<file path="config.mk">
export PLATFORM = sky130hd
export DESIGN_NAME = picosoc_iomem_timer
export DESIGN_NICKNAME = d
export VERILOG_FILES = /design/src/rtl/picosoc_iomem_timer.sv
export SDC_FILE = /design/constraint.sdc
export NUM_CORES = 1
export LEC_CHECK = 0
export BUFFER_PORTS_ARGS = -buffer_cell sky130_fd_sc_hd__buf_2
export CAP_MARGIN = 25
export CORE_ASPECT_RATIO = 0.8
export CORE_UTILIZATION = 55
export DETAILED_ROUTE_END_ITERATION = 6
export PLACE_DENSITY = 0.78
export SYNTH_ARGS = -nofsm -noshare
export SYNTH_HDL_FRONTEND = slang
export SYNTH_SLANG_ARGS = --single-unit
export TNS_END_PERCENT = 20
</file>
<file path="constraint.sdc">
create_clock -name clk -period 3.9 [get_ports clk]
set_input_delay 0.78 -clock clk [delete_from_list [all_inputs] [get_ports clk]]
set_output_delay 0.78 -clock clk [all_outputs]
set_load 0.03 [all_outputs]
</file>
<file path="src/rtl/picosoc_iomem_timer.sv">
// picosoc_iomem_timer
// -------------------
// PicoSoC iomem slave for the BASE_ADDR<<24 window. It provides a GPIO output
// register, a two-flop synchronised GPIO input, and a prescaled 32-bit
// down-counter timer. The timer has auto-reload and a level interrupt.
//
// Register map (byte offset, selected by iomem_addr[4:2]):
//   0x00 GPIO_OUT rw    0x04 GPIO_IN ro    0x08 CTRL rw    0x0C COUNT rw
//   0x10 RELOAD rw      0x14 STATUS (bit0 EXPIRED, write-1-to-clear)
//   0x18/0x1C unmapped: read 0, writes ignored, still acknowledged
//
// Ports:
//   clk          system clock
//   resetn       synchronous active-low reset
//   iomem_valid  bus request, held by the master until iomem_ready
//   iomem_ready  registered one-cycle acknowledge
//   iomem_wstrb  byte write strobes (0 = read)
//   iomem_addr   byte address
//   iomem_wdata  write data
//   iomem_rdata  registered read data (pre-write value on writes)
//   gpio_out     GPIO output register
//   gpio_in      asynchronous GPIO inputs
//   irq          timer interrupt, EXPIRED & IRQEN, registered
module picosoc_iomem_timer #(
    parameter logic [7:0] BASE_ADDR = 8'h03
) (
    input  logic        clk,
    input  logic        resetn,
    input  logic        iomem_valid,
    output logic        iomem_ready,
    input  logic [3:0]  iomem_wstrb,
    input  logic [31:0] iomem_addr,
    input  logic [31:0] iomem_wdata,
    output logic [31:0] iomem_rdata,
    output logic [31:0] gpio_out,
    input  logic [31:0] gpio_in,
    output logic        irq
);

    logic        ready_q, ready_d;
    logic [31:0] rdata_q, rdata_d;
    logic [31:0] gpioOut_q, gpioOut_d;
    logic [31:0] sync1_q, sync1_d;
    logic [31:0] sync2_q, sync2_d;
    logic        en_q, en_d;
    logic        autoReload_q, autoReload_d;
    logic        irqEn_q, irqEn_d;
    logic [15:0] prescale_q, prescale_d;
    logic [15:0] pre_q, pre_d;
    logic [31:0] count_q, count_d;
    logic [31:0] reload_q, reload_d;
    logic        expired_q, expired_d;
    logic        irq_q, irq_d;

    logic        sel;
    logic        wrEn;
    logic [2:0]  regIdx;
    logic [31:0] readMux;
    logic        tick;
    logic        expire;
    logic        unusedAddrBits;

    assign unusedAddrBits = ^{iomem_addr[23:5], iomem_addr[1:0]};

    // Replace only the byte lanes whose strobe is set.
    function automatic logic [31:0] mergeBytes(input logic [31:0] oldVal,
                                               input logic [31:0] newVal,
                                               input logic [3:0]  strb);
        logic [31:0] res;
        res = oldVal;
        for (int b = 0; b < 4; b++) begin
            if (strb[b]) res[8*b +: 8] = newVal[8*b +: 8];
        end
        return res;
    endfunction

    assign sel    = iomem_valid && !ready_q && (iomem_addr[31:24] == BASE_ADDR);
    assign wrEn   = sel && (iomem_wstrb != 4'b0000);
    assign regIdx = iomem_addr[4:2];
    assign tick   = en_q && (pre_q == prescale_q);
    assign expire = tick && (count_q == 32'd0);

    always_comb begin
        readMux = 32'd0;
        case (regIdx)
            3'd0:    readMux = gpioOut_q;
            3'd1:    readMux = sync2_q;
            3'd2:    readMux = {prescale_q, 13'd0, irqEn_q, autoReload_q, en_q};
            3'd3:    readMux = count_q;
            3'd4:    readMux = reload_q;
            3'd5:    readMux = {31'd0, expired_q};
            default: readMux = 32'd0;
        endcase
    end

    // Timer update first, then bus writes, so a bus write overrides the
    // timer for the register it targets. The exception is STATUS: an expiry
    // on the same edge as a clear keeps EXPIRED set.
    always_comb begin
        ready_d      = sel;
        rdata_d      = sel ? readMux : rdata_q;
        gpioOut_d    = gpioOut_q;
        sync1_d      = gpio_in;
        sync2_d      = sync1_q;
        en_d         = en_q;
        autoReload_d = autoReload_q;
        irqEn_d      = irqEn_q;
        prescale_d   = prescale_q;
        pre_d        = pre_q;
        count_d      = count_q;
        reload_d     = reload_q;
        expired_d    = expired_q;
        irq_d        = expired_q & irqEn_q;

        if (!en_q || tick) begin
            pre_d = 16'd0;
        end else begin
            pre_d = pre_q + 16'd1;
        end

        if (tick) begin
            if (count_q != 32'd0) begin
                count_d = count_q - 32'd1;
            end else begin
                expired_d = 1'b1;
                if (autoReload_q) begin
                    count_d = reload_q;
                end else begin
                    en_d = 1'b0;
                end
            end
        end

        if (wrEn) begin
            case (regIdx)
                3'd0: gpioOut_d = mergeBytes(gpioOut_q, iomem_wdata, iomem_wstrb);
                3'd2: begin
                    if (iomem_wstrb[0]) begin
                        en_d         = iomem_wdata[0];
                        autoReload_d = iomem_wdata[1];
                        irqEn_d      = iomem_wdata[2];
                        // Disabling parks the prescaler so a later enable
                        // starts a full PRESCALE+1 period.
                        if (!iomem_wdata[0]) pre_d = 16'd0;
                    end
                    if (iomem_wstrb[2]) prescale_d[7:0]  = iomem_wdata[23:16];
                    if (iomem_wstrb[3]) prescale_d[15:8] = iomem_wdata[31:24];
                end
                3'd3: count_d  = mergeBytes(count_q, iomem_wdata, iomem_wstrb);
                3'd4: reload_d = mergeBytes(reload_q, iomem_wdata, iomem_wstrb);
                3'd5: begin
                    if (iomem_wstrb[0] && iomem_wdata[0] && !expire) expired_d = 1'b0;
                end
                default: ;
            endcase
        end
    end

    always_ff @(posedge clk) begin
        if (!resetn) begin
            ready_q      <= 1'b0;
            rdata_q      <= 32'd0;
            gpioOut_q    <= 32'd0;
            sync1_q      <= 32'd0;
            sync2_q      <= 32'd0;
            en_q         <= 1'b0;
            autoReload_q <= 1'b0;
            irqEn_q      <= 1'b0;
            prescale_q   <= 16'd0;
            pre_q        <= 16'd0;
            count_q      <= 32'd0;
            reload_q     <= 32'd0;
            expired_q    <= 1'b0;
            irq_q        <= 1'b0;
        end else begin
            ready_q      <= ready_d;
            rdata_q      <= rdata_d;
            gpioOut_q    <= gpioOut_d;
            sync1_q      <= sync1_d;
            sync2_q      <= sync2_d;
            en_q         <= en_d;
            autoReload_q <= autoReload_d;
            irqEn_q      <= irqEn_d;
            prescale_q   <= prescale_d;
            pre_q        <= pre_d;
            count_q      <= count_d;
            reload_q     <= reload_d;
            expired_q    <= expired_d;
            irq_q        <= irq_d;
        end
    end

    assign iomem_ready = ready_q;
    assign iomem_rdata = rdata_q;
    assign gpio_out    = gpioOut_q;
    assign irq         = irq_q;

endmodule

</file>
; After elaboration in Yosys (flattened, before gate mapping)
; Index checks and enable logic that the tools add are counted.
[op_classes]
addsub = 2
reduce_logical = 26
n_bitwise = 1
n_eq_ne = 11
n_mux = 26
[op_table]
columns = op, n
row1 = one-hot mux 32 bit (6 select lines), 1
row2 = 2-to-1 mux 32 bit, 5
row3 = 2-to-1 mux 16 bit, 5
row4 = AND reduction 3 bit, 11
row5 = logical NOT 32 bit, 1
row6 = 2-to-1 mux 8 bit, 4
row7 = nonzero test 32 bit, 1
row8 = "subtractor 32 x 1 -> 32 bit, second input constant", 1
row9 = "adder 16 x 1 -> 16 bit, second input constant", 1
row10 = == test 16 bit, 1
row11 = "!= test 3 bit, second input constant", 4
row12 = 2-to-1 mux 1 bit, 11
row13 = "== test 8 x 2 -> 1 bit, second input constant", 1
row14 = logical AND 1 bit, 7
row15 = "== test 3 x 2 -> 1 bit, second input constant", 2
row16 = "== test 3 bit, second input constant", 2
row17 = nonzero test 4 bit, 1
row18 = "== test 3 x 1 -> 1 bit, second input constant", 1
row19 = logical NOT 1 bit, 3
row20 = logical NOT 3 bit, 1
row21 = bitwise AND 1 bit, 1
row22 = logical OR 1 bit, 1
[totals]
out_inout_bits = 66
register_bits = 230

; Logic depth before layout (Yosys ltp)
; Gate-level depths: netlist of run 1.
[depth]
depth_word = 8
depth_mapped = 10
mapped_depth_nobuf = 8

; Worst setup path before layout of run 1
; Ideal clock, no wire load.
[synth_timing]
path_type = input port to flip-flop
from = input iomem_addr[27]
to = register count_q[23]
t_arrival_ns = 2.970
n_path_buf = 3
required_ns = 3.780
path_stages = 9
setup_slack_ns = 0.810
cell_sequence = or4_1 -> or4_1 -> buf_2 -> or3_1 -> buf_6 -> nand3_4 -> buf_6 -> a21oi_1 -> o31a_1
[synth_between]
elab_chain_len = 4
elab_cells_between_ends = 5
cone_classes = eq/ne (2) / mux (1) / reduce/logical (2)
[synth_rtl]
columns = element, line
row1 = from (decl), 32  ; input logic [31:0] iomem_addr,
row2 = == test 8 x 2 -> 1 bit (*), 77  ; assign sel = iomem_valid && !ready_q && (iomem_addr[31:24] == BASE_ADDR);
row3 = logical AND 1 bit (*), 77
row4 = logical AND 1 bit (*), 78  ; assign wrEn = sel && (iomem_wstrb != 4'b0000);
row5 = != test 3 bit (no source line) / 2-to-1 mux 32 bit (equally long branches), n/a
row6 = to (signal assigned), 186  ; count_q <= count_d;
row7 = to (decl), 50  ; logic [31:0] count_q, count_d;
; Mark *: on every way between the ends. The rest lies on a longest branch, timed or not.
; A chain may end at the register's enable or synchronous reset.

; Final worst setup path of run 1
[layout_timing]
from = input iomem_addr[27]
to = register count_q[16]
; Same word-level chain as after synthesis.

==> metrics.csv, run 1 <==
stage,metric,value,unit
synthesis,yosys.area_share.xor_xnor,2.49,%
setup_path,cp.required,4.29,ns
sta,setup_tns,0,ns
setup_path,critPathLaunchType,primary input,
synthesis,synth.mux.area_fraction,6.48,%
synthesis,synth_edf_count,0,
synthesis,synth_top_family_by_area,simple AND/OR/NAND/NOR gates,
power,combPwrFrac,9.4,%
final_layout,drive_above_1_share,18.2,%
global_routing,antenna_found_initial,2,
routing,route.detailed.drc,0,
synthesis,synth_compound_area_share,18.8,%
floorplanning,initial_core_util,57.1,%
sta,setup_viol,0,
final_layout,layout_commonest_cell,dfxtp_1,
final_layout,final_cell_area,12300,sq um
placed_design,port_buffers,147,
sta,worst_pin_slew,1.01,ns
floorplanning,top_level_ports,169,
global_routing,first_global_vias,9416,
routing,viasPerCell,6.21,
routing,dr.pass1.iters,6,
clock_network,cts_root_buffer,clkbuf_16,
sta,hold_viol_final,0,
global_routing,met3_usage,7.54,%
floorplanning,dieArea,19800,sq um
power,power_density,416,nW/um^2
synthesis,synth_area,10600,sq um
power,sw_frac_of_total,24.3,%
placed_design,dpl_cell_area,11600,sq um
synthesis,async_reset_ff_share,0,%
final_layout,final_cell_mix,"dfxtp_1, nand2_1, buf_2, a21oi_1, nor2_1",
global_routing,grt_pass1_wl,51.2,mm
sta,drv_slew,0,
synthesis,synthSimpleGateAreaFrac,24.1,%
clock_network,clk_latency,0.52,ns
sta,layout_worst_path_cycle_share,82.3,%
power,intPower,0.00389,W
run_status,outcome,finished clean,
sta,rsz0062_at_grt,false,
final_layout,area_delta_synth_final,16.8,%
placed_design,gp_congestion,0.942,
clock_network,postCtsHoldBufs,0,
synthesis,synth_fp_nets,1371,
clock_network,cts_resized,0,
routing,routedWlPerCell,20.1,um
sta,min_period,3.21,ns
clock_network,cts_tree,done,
power,power.share.clock,43.9,%
synthesis,post_synth_fa_ha_maj_area_fraction,0.355,%
floorplanning,die_h,126,um
clock_network,cts_sinks,230,
global_routing,grt_max_degree,78,
clock_network,numCtsBuffers,23,
clock_network,clockBufferDepth,3,
global_routing,top_usage_layer,met1,
global_routing,met1_usage,48.6,%
setup_path,worstSetupPathType,primary input to flip-flop,
setup_path,crit_fanout,35,
synthesis,yosysWarningCount,0,
clock_network,cts.htree.levels,1,
placed_design,hpwl,23.2,mm
global_routing,grt_util_met2,48.2,%
sta,relSlewSlack,31.9,%
clock_network,clk_pin_slew,0.07,ns
setup_path,critPathCaptureType,flip-flop,
power,peakVddDrop,0.335,mV
routing,vias,10300,
sta,fmax,312,MHz
routing,drt_iter0_drc,1302,
synthesis,synth_ff_type,dfxtp_1,
floorplanning,core-area,18500,sq um
routing,wl,33.3,mm
power,pwr-share-seq,46.7,%
synthesis,synth_seq_cells,230,
routing,drtAntennaViolNets,0,
setup_path,crit_path_top_delay_cell,or4_1,
global_routing,grt.total_usage,33.3,%
run,cap_violations,0,
sta,whs,0.421,ns
synthesis,syn_area_per_cell,8.35,sq um
power,switching_power,0.00125,W
synthesis,syn_inst,1265,
placed_design,dp_cells,1611,
setup_path,crit_chain,buf_2 > or4_1 > or4_1 > buf_4 > nor3_2 > buf_4 > nor3_1 > o311ai_0 > nor3_1,
floorplanning,die_w,157,um
clock_network,post-cts-setup-buffer-count,0,
power,fin_total_pwr,0.00514,W
hold_path,min_path_type,flip-flop to flip-flop,
synthesis,synth_cell_types,67,
setup_path,slowest_delay,0.60,ns
final_layout,nNetsFinal,1489,
synthesis,synth_sequential_area_ratio,43.6,%
final_layout,final_cells,1653,
setup_path,cp.arrival,3.60,ns
floorplanning,num_rows,44,
global_routing,grt-ovfl-total,0,
sta,finClkSkew,0.0110,ns
power,leakagePower,4.95,nW
==> synth_stat cells (all sizes together), types with 5 or more instances <==
master | n | area (sq um)
a211oi | 9 | 72.6
a21oi | 112 | 561
a22oi | 40 | 300
a31oi | 17 | 121
and2 | 75 | 469
and3 | 22 | 138
and4 | 7 | 61.3
buf | 19 | 108
clkbuf | 77 | 289
dfxtp | 230 | 4600
inv | 12 | 45.0
mux2 | 9 | 101
mux2i | 56 | 561
nand2 | 203 | 764
nand3 | 26 | 143
nand4 | 12 | 75.1
nor2 | 95 | 357
nor2b | 9 | 56.3
nor3 | 22 | 115
nor4 | 19 | 138
o211ai | 8 | 70.1
o21ai | 35 | 175
o221ai | 15 | 131
o22ai | 21 | 131
o31a | 8 | 70.1
o31ai | 5 | 37.5
or3 | 9 | 56.3
or4 | 7 | 52.6
xnor2 | 7 | 61.3
xor2 | 23 | 201
==> metrics by stage <==
stage	util (%)	setup slack [ns]
6_report	66.7	0.691
5_1_grt	66.7	0.548
4_1_cts	66.7	0.802
3_5_place_dp	62.5	0.284
3_3_place_gp	62.5	0.340
2_1_floorplan	-	0.810
==> path summary, 6_finish.rpt <==
kind	from	end	depth (start not counted)	slack, ns
max	iomem_addr[27]	count_q[16]	9	0.69
min	sync1_q[7]	sync2_q[7]	1	0.42
max reg2reg	count_q[0]	count_q[26]	8	0.81
min reg2reg	sync1_q[7]	sync2_q[7]	1	0.42
==> cells by family after synthesis <==
kind of cell / after synthesis
compound gates: 306
flops: 230
simple gates: 522
xor+xnor: 30
fa+ha+maj: 3
buf+inv: 108
mux: 66
==> power by group through the flow <==
stage               clock network, W  registers, W  logic, W
floorplan                          0       0.00244  0.000282
detailed placement                 0       0.00245  0.000461
global placement                   0       0.00245  0.000458
global route                 0.00237       0.00240  0.000510
CTS                          0.00226       0.00240  0.000465
finish                       0.00226       0.00240  0.000481
==> metal layers <==
metal / share of wire, % / routed length (um) / up-vias
li1: - / - / 4735
met1: 44 / 14800 / 4837
met2: 42 / 13900 / 617
met3: 11 / 3750 / 81
met4: 2.7 / 896 / 0
met5: 0 / 0 / -
==> worst max-delay path, delay by kind of cell <==
family | cells | cell delay [ns]
AOI/OAI and AO/OA | 1 | 0.42
buffers and inverters | 3 | 0.69
and+or+nand+nor | 5 | 1.69
==> registers in the layout, summed over array words and instances, names as in the netlist <==
signal / cells
iomem_rdata: 32
pre_q: 16
en_q: 1
iomem_ready: 1
irq: 1
sync1_q: 32
irqEn_q: 1
reload_q: 32
gpio_out: 32
count_q: 32
autoReload_q: 1
sync2_q: 32
prescale_q: 16
expired_q: 1
==> cell type report <==
type,instances,area (sq um)
clock buffers,33,673
repair buffers,189,1060
inverters,12,47.5
multi-input cells,927,5530
diodes,1,2.50
flip-flops and latches,230,4600
well taps,253,317
clock inverters,8,96.3
fillers,1558,6160
Note: power is estimated with default switching activity, not from simulation.
==> inputs of run 2 (changes only) <==
--- a/config.mk
+++ b/config.mk
@@ -5,12 +5,13 @@
 export SDC_FILE = /design/constraint.sdc
 export NUM_CORES = 1
 export LEC_CHECK = 0
+export ABC_AREA = 1
 export BUFFER_PORTS_ARGS = -buffer_cell sky130_fd_sc_hd__buf_2
 export CAP_MARGIN = 25
 export CORE_ASPECT_RATIO = 0.8
 export CORE_UTILIZATION = 55
 export DETAILED_ROUTE_END_ITERATION = 6
-export PLACE_DENSITY = 0.78
+export PLACE_DENSITY = 0.77
 export SYNTH_ARGS = -nofsm -noshare
 export SYNTH_HDL_FRONTEND = slang
 export SYNTH_SLANG_ARGS = --single-unit
==> constraint.sdc (replaced) <==
create_clock -name clk -period 3.2 [get_ports clk]
set_input_delay 0.64 -clock clk [delete_from_list [all_inputs] [get_ports clk]]
set_output_delay 0.64 -clock clk [all_outputs]
set_load 0.03 [all_outputs]
==> run 2 against run 1 <==
  * Critical path depth is 4 higher
  * Register-to-register slack better by 0.095 ns
  * Clock power rose by 40%
  * Core utilization shrank 1.1 points
  * Clock skew hardly changed
  * Sequential power rose by 21%
  * Via count grew 11%
==> metrics.csv, run 2 <==
stage,metric,value,unit
run_status,outcome,finished clean,
setup_path,crit_fanout,25,
sta,hold_viol_final,0,
setup_path,crit_end,count_q[7],
power,peakVddDrop,0.476,mV
setup_path,r2r-start,prescale_q[4],
power,pwr-share-seq,45.9,%
routing,wl,35.9,mm
power,power_density,484,nW/um^2
global_routing,first_global_vias,9910,
placed_design,dpl_cell_area,12200,sq um
synthesis,syn_inst,1655,
clock_network,post-cts-setup-buffer-count,0,
clock_network,numCtsBuffers,24,
setup_path,cp.arrival,2.76,ns
synthesis,syn_area_per_cell,6.82,sq um
synthesis,synth_area,11300,sq um
clock_network,cts_root_buffer,clkbuf_16,
clock_network,cts.htree.levels,1,
setup_path,r2r_slack,0.91,ns
hold_path,min_path_type,primary input to flip-flop,
global_routing,grt-ovfl-total,0,
global_routing,met1_usage,51.7,%
routing,drt_iter0_drc,1294,
final_layout,seqCellArea,4600,sq um
synthesis,synth_area_leaders,"dfxtp_1, nand2_1, inv_1",
global_routing,top_usage_layer,met1,
placed_design,hpwl,26.2,mm
synthesis,async_reset_ff_share,0,%
setup_path,critPathCaptureType,flip-flop,
power,leakagePower,6.08,nW
clock_network,clk_latency,0.54,ns
final_layout,area_delta_synth_final,16.1,%
setup_path,r2r_cells,13,
clock_network,postCtsHoldBufs,0,
sta,drv_slew,0,
setup_path,critical_path.startpoint,prescale_q[4],
floorplanning,top_level_ports,169,
hold_path,min_delay_path_depth,3,
final_layout,drive_above_1_share,14.7,%
final_layout,layout_commonest_cell,nand2_1,
power,sw_frac_of_total,22.1,%
synthesis,synth_fp_nets,1761,
synthesis,synth_cell_types,42,
global_routing,grt.total_usage,33.6,%
final_layout,nNetsFinal,1883,
floorplanning,die_w,162,um
clock_network,cts_resized,0,
sta,relSlewSlack,47.7,%
global_routing,grt_util_met2,46.5,%
final_layout,final_cell_mix,"nand2_1, inv_1, dfxtp_1, nor2_1, buf_2",
setup_path,cp.required,3.67,ns
sta,fmax,436,MHz
routing,route.detailed.drc,0,
clock_network,cts_sinks,230,
global_routing,met3_usage,7.18,%
sta,min_period,2.29,ns
final_layout,multi_input_area,5370,sq um
routing,drtAntennaViolNets,0,
floorplanning,dieArea,21100,sq um
power,power.share.clock,50.0,%
routing,dr.pass1.iters,5,
global_routing,grt_max_degree,78,
placed_design,gp_congestion,0.941,
clock_network,clk_pin_slew,0.06,ns
sta,rsz0062_at_grt,false,
global_routing,antenna_found_initial,1,
clock_network,clockBufferDepth,3,
global_routing,grt_pass1_wl,54.7,mm
final_layout,final_cell_area,13100,sq um
synthesis,synth_ff_type,dfxtp_1,
floorplanning,num_rows,46,
floorplanning,initial_core_util,56.5,%
setup_path,critPathLaunchType,flip-flop,
routing,viasPerCell,5.52,
synthesis,yosys.area.top_type_share,40.8,%
power,combPwrFrac,4.1,%
synthesis,synth_most_common_cell,nand2_1,
sta,layout_worst_path_cycle_share,71.7,%
setup_path,worstReg2RegEnd,count_q[7],
synthesis,synthTopCellsByCount,"nand2_1, inv_1, dfxtp_1",
synthesis,synth_seq_cells,230,
sta,setup_tns,0,ns
setup_path,worstSetupPathType,flip-flop to flip-flop,
clock_network,cts_tree,done,
placed_design,port_buffers,147,
synthesis,synth_edf_count,0,
power,intPower,0.00494,W
synthesis,netlist.top_cell.by_area,dfxtp_1,
run,cap_violations,0,
sta,finClkSkew,0.0112,ns
floorplanning,die_h,130,um
final_layout,nFillCells,1773,
routing,vias,11400,
power,switching_power,0.00140,W
synthesis,yosysWarningCount,0,
sta,worst_pin_slew,0.785,ns
final_layout,antennaDiodeCount,0,
synthesis,synth_sequential_area_ratio,40.8,%
sta,setup_viol,0,
routing,routedWlPerCell,17.4,um
floorplanning,core-area,20000,sq um
## run 2: changes by cell type after synthesis, sizes merged, moves of 18 or more
cell	previous run	this run
a211oi	9	81
a21oi	112	82
a22oi	40	0
and2	75	1
and3	22	0
clkbuf	77	42
inv	12	259
mux2i	56	0
nand2	203	460
nor2	95	213
nor4	19	1
o21ai	35	103
## run 2: metrics by stage
stage	power (W)	hold WS, ns	setup slack, ns	util [%]	instances
2_1_floorplan	0.00309	0.386	1.20	-	1655
3_3_place_gp	0.00322	0.398	0.663	61.1	2015
3_5_place_dp	0.00322	0.397	0.580	61.1	2015
4_1_cts	0.00636	0.265	0.933	65.6	2058
5_1_grt	0.00652	0.278	0.710	65.6	2058
6_report	0.00634	0.279	0.905	65.6	2058
## run 2: cell families (layout without fill, tap and decap cells)
family                     after synthesis  in the layout  share of synthesized area [%]
AOI/OAI and AO/OA                      323            323                           17.8
xor gates and xnor gates                23             23                           1.79
adders and majority gates                3              3                          0.333
buffers and inverters                  330            469                           11.7
DFF                                    230            230                           40.8
and+or+nand+nor                        746            746                           27.6
## run 2: layout make-up
cell class	count	area share (%)
tap	264	2.52
clock buffer	31	5.09
inverter	259	7.44
sequential	230	35.1
clock inverter	12	1.85
timing repair buffer	167	6.95
multi-input combinational	1095	41.0
## run 2: worst min-delay path by stage
stage / from / end / slack, ns
after global placement: sync1_q[2] / sync2_q[2] / 0.40
final: gpio_in[26] / sync1_q[26] / 0.28
after detailed placement: sync1_q[29] / sync2_q[29] / 0.40
after global routing: gpio_in[11] / sync1_q[11] / 0.28
after floorplan: sync1_q[23] / sync2_q[23] / 0.39
after CTS: gpio_in[11] / sync1_q[11] / 0.26
## run 2: critical path, cell delays in order (launching register included)
cell and delay [ns]:
dfxtp_1 0.44, inv_1 0.08, nand2_1 0.06, nand2_1 0.05
nor2_1 0.13, nand2_1 0.11, nor2_2 0.17, nand2_2 0.12
nor2_8 0.34, buf_4 0.35, nand2_1 0.09, o21ai_0 0.08
nand2_1 0.07, a21oi_1 0.13
## run 2: power by group through the flow
stage / Sequential, W / Combinational, W / Clock [W]
3_5_place_dp: 0.00297 / 0.000249 / 0
6_report: 0.00291 / 0.000258 / 0.00317
4_1_cts: 0.00291 / 0.000250 / 0.00319
2_1_floorplan: 0.00297 / 0.000119 / 0
3_3_place_gp: 0.00297 / 0.000247 / 0
5_1_grt: 0.00291 / 0.000277 / 0.00333
## run 2: per-layer routing
layer / up-vias / wire (um)
li1: 5524 / -
met1: 5150 / 16300
met2: 627 / 14300
met3: 58 / 4490
met4: 2 / 790
met5: - / 12
==> inputs of run 3 (changes only) <==
--- a/config.mk
+++ b/config.mk
@@ -9,7 +9,7 @@
 export BUFFER_PORTS_ARGS = -buffer_cell sky130_fd_sc_hd__buf_2
 export CAP_MARGIN = 25
 export CORE_ASPECT_RATIO = 0.8
-export CORE_UTILIZATION = 55
+export CORE_UTILIZATION = 52
 export DETAILED_ROUTE_END_ITERATION = 6
 export PLACE_DENSITY = 0.77
 export SYNTH_ARGS = -nofsm -noshare
==> constraint.sdc (replaced) <==
create_clock -name clk -period 1.9 [get_ports clk]
set_input_delay 0.38 -clock clk [delete_from_list [all_inputs] [get_ports clk]]
set_output_delay 0.38 -clock clk [all_outputs]
set_load 0.03 [all_outputs]
==> run 3 against run 2 <==
  * The flow now finishes with violations (negative setup slack)
  * Clock power up 72%
  * Power rose by 71%
  * Core utilization increased by 3.7 points
  * Global-route usage decreased by 0.41 points
  * Worst setup slack lost 0.94 ns
  * First-iteration DRC count down 1.2%
  * Combinational power increased by 90%
  * Via count rose by 5.8%
  * Sequential power up 68%
  * Routed wire length rose by 6.4%
  * Hold slack got worse by 0.26 ns
  * Cell count rose by 6.8%
  * Critical endpoint unchanged
  * Highest routed layer is now met4
==> metrics.csv, run 3 (synthesis results as in run 2) <==
stage,metric,value,unit
final_layout,nFillCells,1697,
floorplanning,dieArea,22300,sq um
power,peakVddDrop,0.887,mV
routing,drtAntennaViolNets,0,
setup_path,worstSetupPathType,flip-flop to flip-flop,
routing,vias,12000,
clock_network,clockBufferDepth,3,
power,power_density,745,nW/um^2
floorplanning,top_level_ports,169,
routing,routedWlPerCell,17.4,um
global_routing,antenna_found_initial,1,
placed_design,port_buffers,147,
floorplanning,die_h,134,um
setup_path,crit_buf_inv,2,
clock_network,numCtsBuffers,24,
routing,wl,38.2,mm
setup_path,cp.required,2.37,ns
sta,relSlewSlack,56.1,%
setup_path,cp.arrival,2.41,ns
floorplanning,die_w,167,um
clock_network,postCtsHoldBufs,0,
placed_design,dp_cells,2139,
clock_network,cts_sinks,230,
global_routing,first_global_vias,10600,
final_layout,final_cells,2198,
power,leakagePower,6.85,nW
final_layout,layout_commonest_cell,nand2_1,
setup_path,critPathCaptureType,flip-flop,
final_layout,fin_util,69.3,%
setup_path,path_common_cell,nand2_1,
final_layout,final_cell_mix,"nand2_1, inv_1, dfxtp_1, nor2_1, buf_2",
setup_path,crit_family,simple AND/OR/NAND/NOR gates,
sta,rsz0062_at_grt,true,
sta,drv_slew,0,
hold_path,min_path_type,primary input to flip-flop,
setup_path,slowest_delay,0.39,ns
sta,hold_viol_final,0,
placed_design,hpwl,27.7,mm
run_status,violations,negative setup slack,
setup_path,crit_path_top_delay_cell,dfxtp_1,
global_routing,grt.total_usage,33.2,%
floorplanning,core-area,21000,sq um
clock_network,clk_latency,0.54,ns
global_routing,grt_max_degree,43,
floorplanning,initial_core_util,53.7,%
routing,viasPerCell,5.47,
final_layout,nNetsFinal,2016,
clock_network,cts_tree,done,
final_layout,drive_above_1_share,24.0,%
global_routing,grt-ovfl-total,0,
sta,fin_ws,-0.0394,ns
clock_network,cts_root_buffer,clkbuf_16,
sta,setup_viol,6,
sta,fmax,516,MHz
routing,drt_iter0_drc,1278,
clock_network,cts.htree.levels,1,
placed_design,gp_congestion,0.983,
sta,worst_pin_slew,0.652,ns
setup_path,crit_chain,inv_1 > nand2_1 > nand2_1 > nor2_1 > nand2_1 > nor2_4 > nand2_8 > nor2_8 > buf_6 > nand2_2 > o21ai_2 > nand2_1 > a21oi_2,
run_status,outcome,"finished, violations left",
setup_path,critPathLaunchType,flip-flop,
floorplanning,num_rows,47,
final_layout,area_delta_synth_final,28.9,%
clock_network,clk_pin_slew,0.06,ns
routing,dr.pass1.iters,6,
sta,finClkSkew,0.0143,ns
setup_path,crit_fanout,7,
global_routing,grt_pass1_wl,57.8,mm
sta,layout_worst_path_cycle_share,102,%
run,cap_violations,0,
sta,setup_tns,-0.125,ns
routing,route.detailed.drc,0,
sta,min_period,1.94,ns
[run 3: cell count changes in the layout (fill, tap and decap cells not counted), moves of 10 or more]
cell     delta
nor2_2     +16
dfxtp_1    -11
dfxtp_2    +10
nor2_1     -20
buf_4     +115
buf_12     +13
[run 3: report_power, final]
| group | switching (W) | internal, W | total (W) | leakage, nW |
|---|---|---|---|---|
| clock | 0.00209 | 0.00336 | 0.00545 | 0.455 |
| sequential | 0.0000178 | 0.00488 | 0.00490 | 1.87 |
| combinational | 0.000321 | 0.000168 | 0.000489 | 4.52 |
[run 3: repair_timing]
action | CTS | global route
buffers inserted | 0 | 11
gates resized for setup | 11 | 69
pin swaps | 1 | 23
cloned | 1 | 2
setup endpoints to repair | 35 | 104
[run 3: stage by stage]
step                instance area [sq um]  hold WS, ns  power (W)  setup WS, ns
floorplan                           11300        0.386    0.00521         0.131
global placement                    13300        0.397    0.00547       -0.0662
detailed placement                  13300        0.396    0.00548        -0.131
CTS                                 14200      0.00380     0.0108       -0.0138
global route                        14500      0.00878     0.0111        -0.119
finish                              14500       0.0160     0.0108       -0.0394
[run 3: worst reg2reg max path: cells and delay by family (launching register included)]
kind,cells,cell delay (ns)
AND/OR/NAND/NOR,9,1.03
flip-flops,1,0.39
buffers and inverters,2,0.25
AO/OA/AOI/OAI,2,0.21
[run 3: cell type report]
| type | instances | area [sq um] | area share [%] |
|---|---|---|---|
| Timing Repair Buffer | 299 | 2110 | 14.5 |
| Clock inverter | 13 | 248 | 1.70 |
| Clock buffer | 31 | 677 | 4.65 |
| Inverter | 259 | 980 | 6.74 |
| Antenna cell | 1 | 2.50 | 0.0172 |
| Tap cell | 269 | 337 | 2.31 |
| Sequential cell | 230 | 4620 | 31.8 |
| Multi-Input combinational cell | 1096 | 5570 | 38.3 |
[run 3: worst paths after layout]
| check | from | endpoint | slack (ns) | cells past startpoint |
|---|---|---|---|---|
| worst max-delay path | prescale_q[5] | count_q[7] | -0.04 | 13 |
| worst min-delay path | gpio_in[26] | sync1_q[26] | 0.02 | 3 |
| worst max register to register | prescale_q[5] | count_q[7] | -0.04 | 13 |
| worst min register to register | sync1_q[19] | sync2_q[19] | 0.40 | 2 |
[run 3: layer usage]
metal  track usage, %  share of wire (%)  vias to the layer above
met4             8.08                2.5                        0
met2             47.7                 41                      706
met5                0                  0                        -
met3             9.30                 13                       83
met1             48.5                 44                     5443
li1                 -                  -                     5793
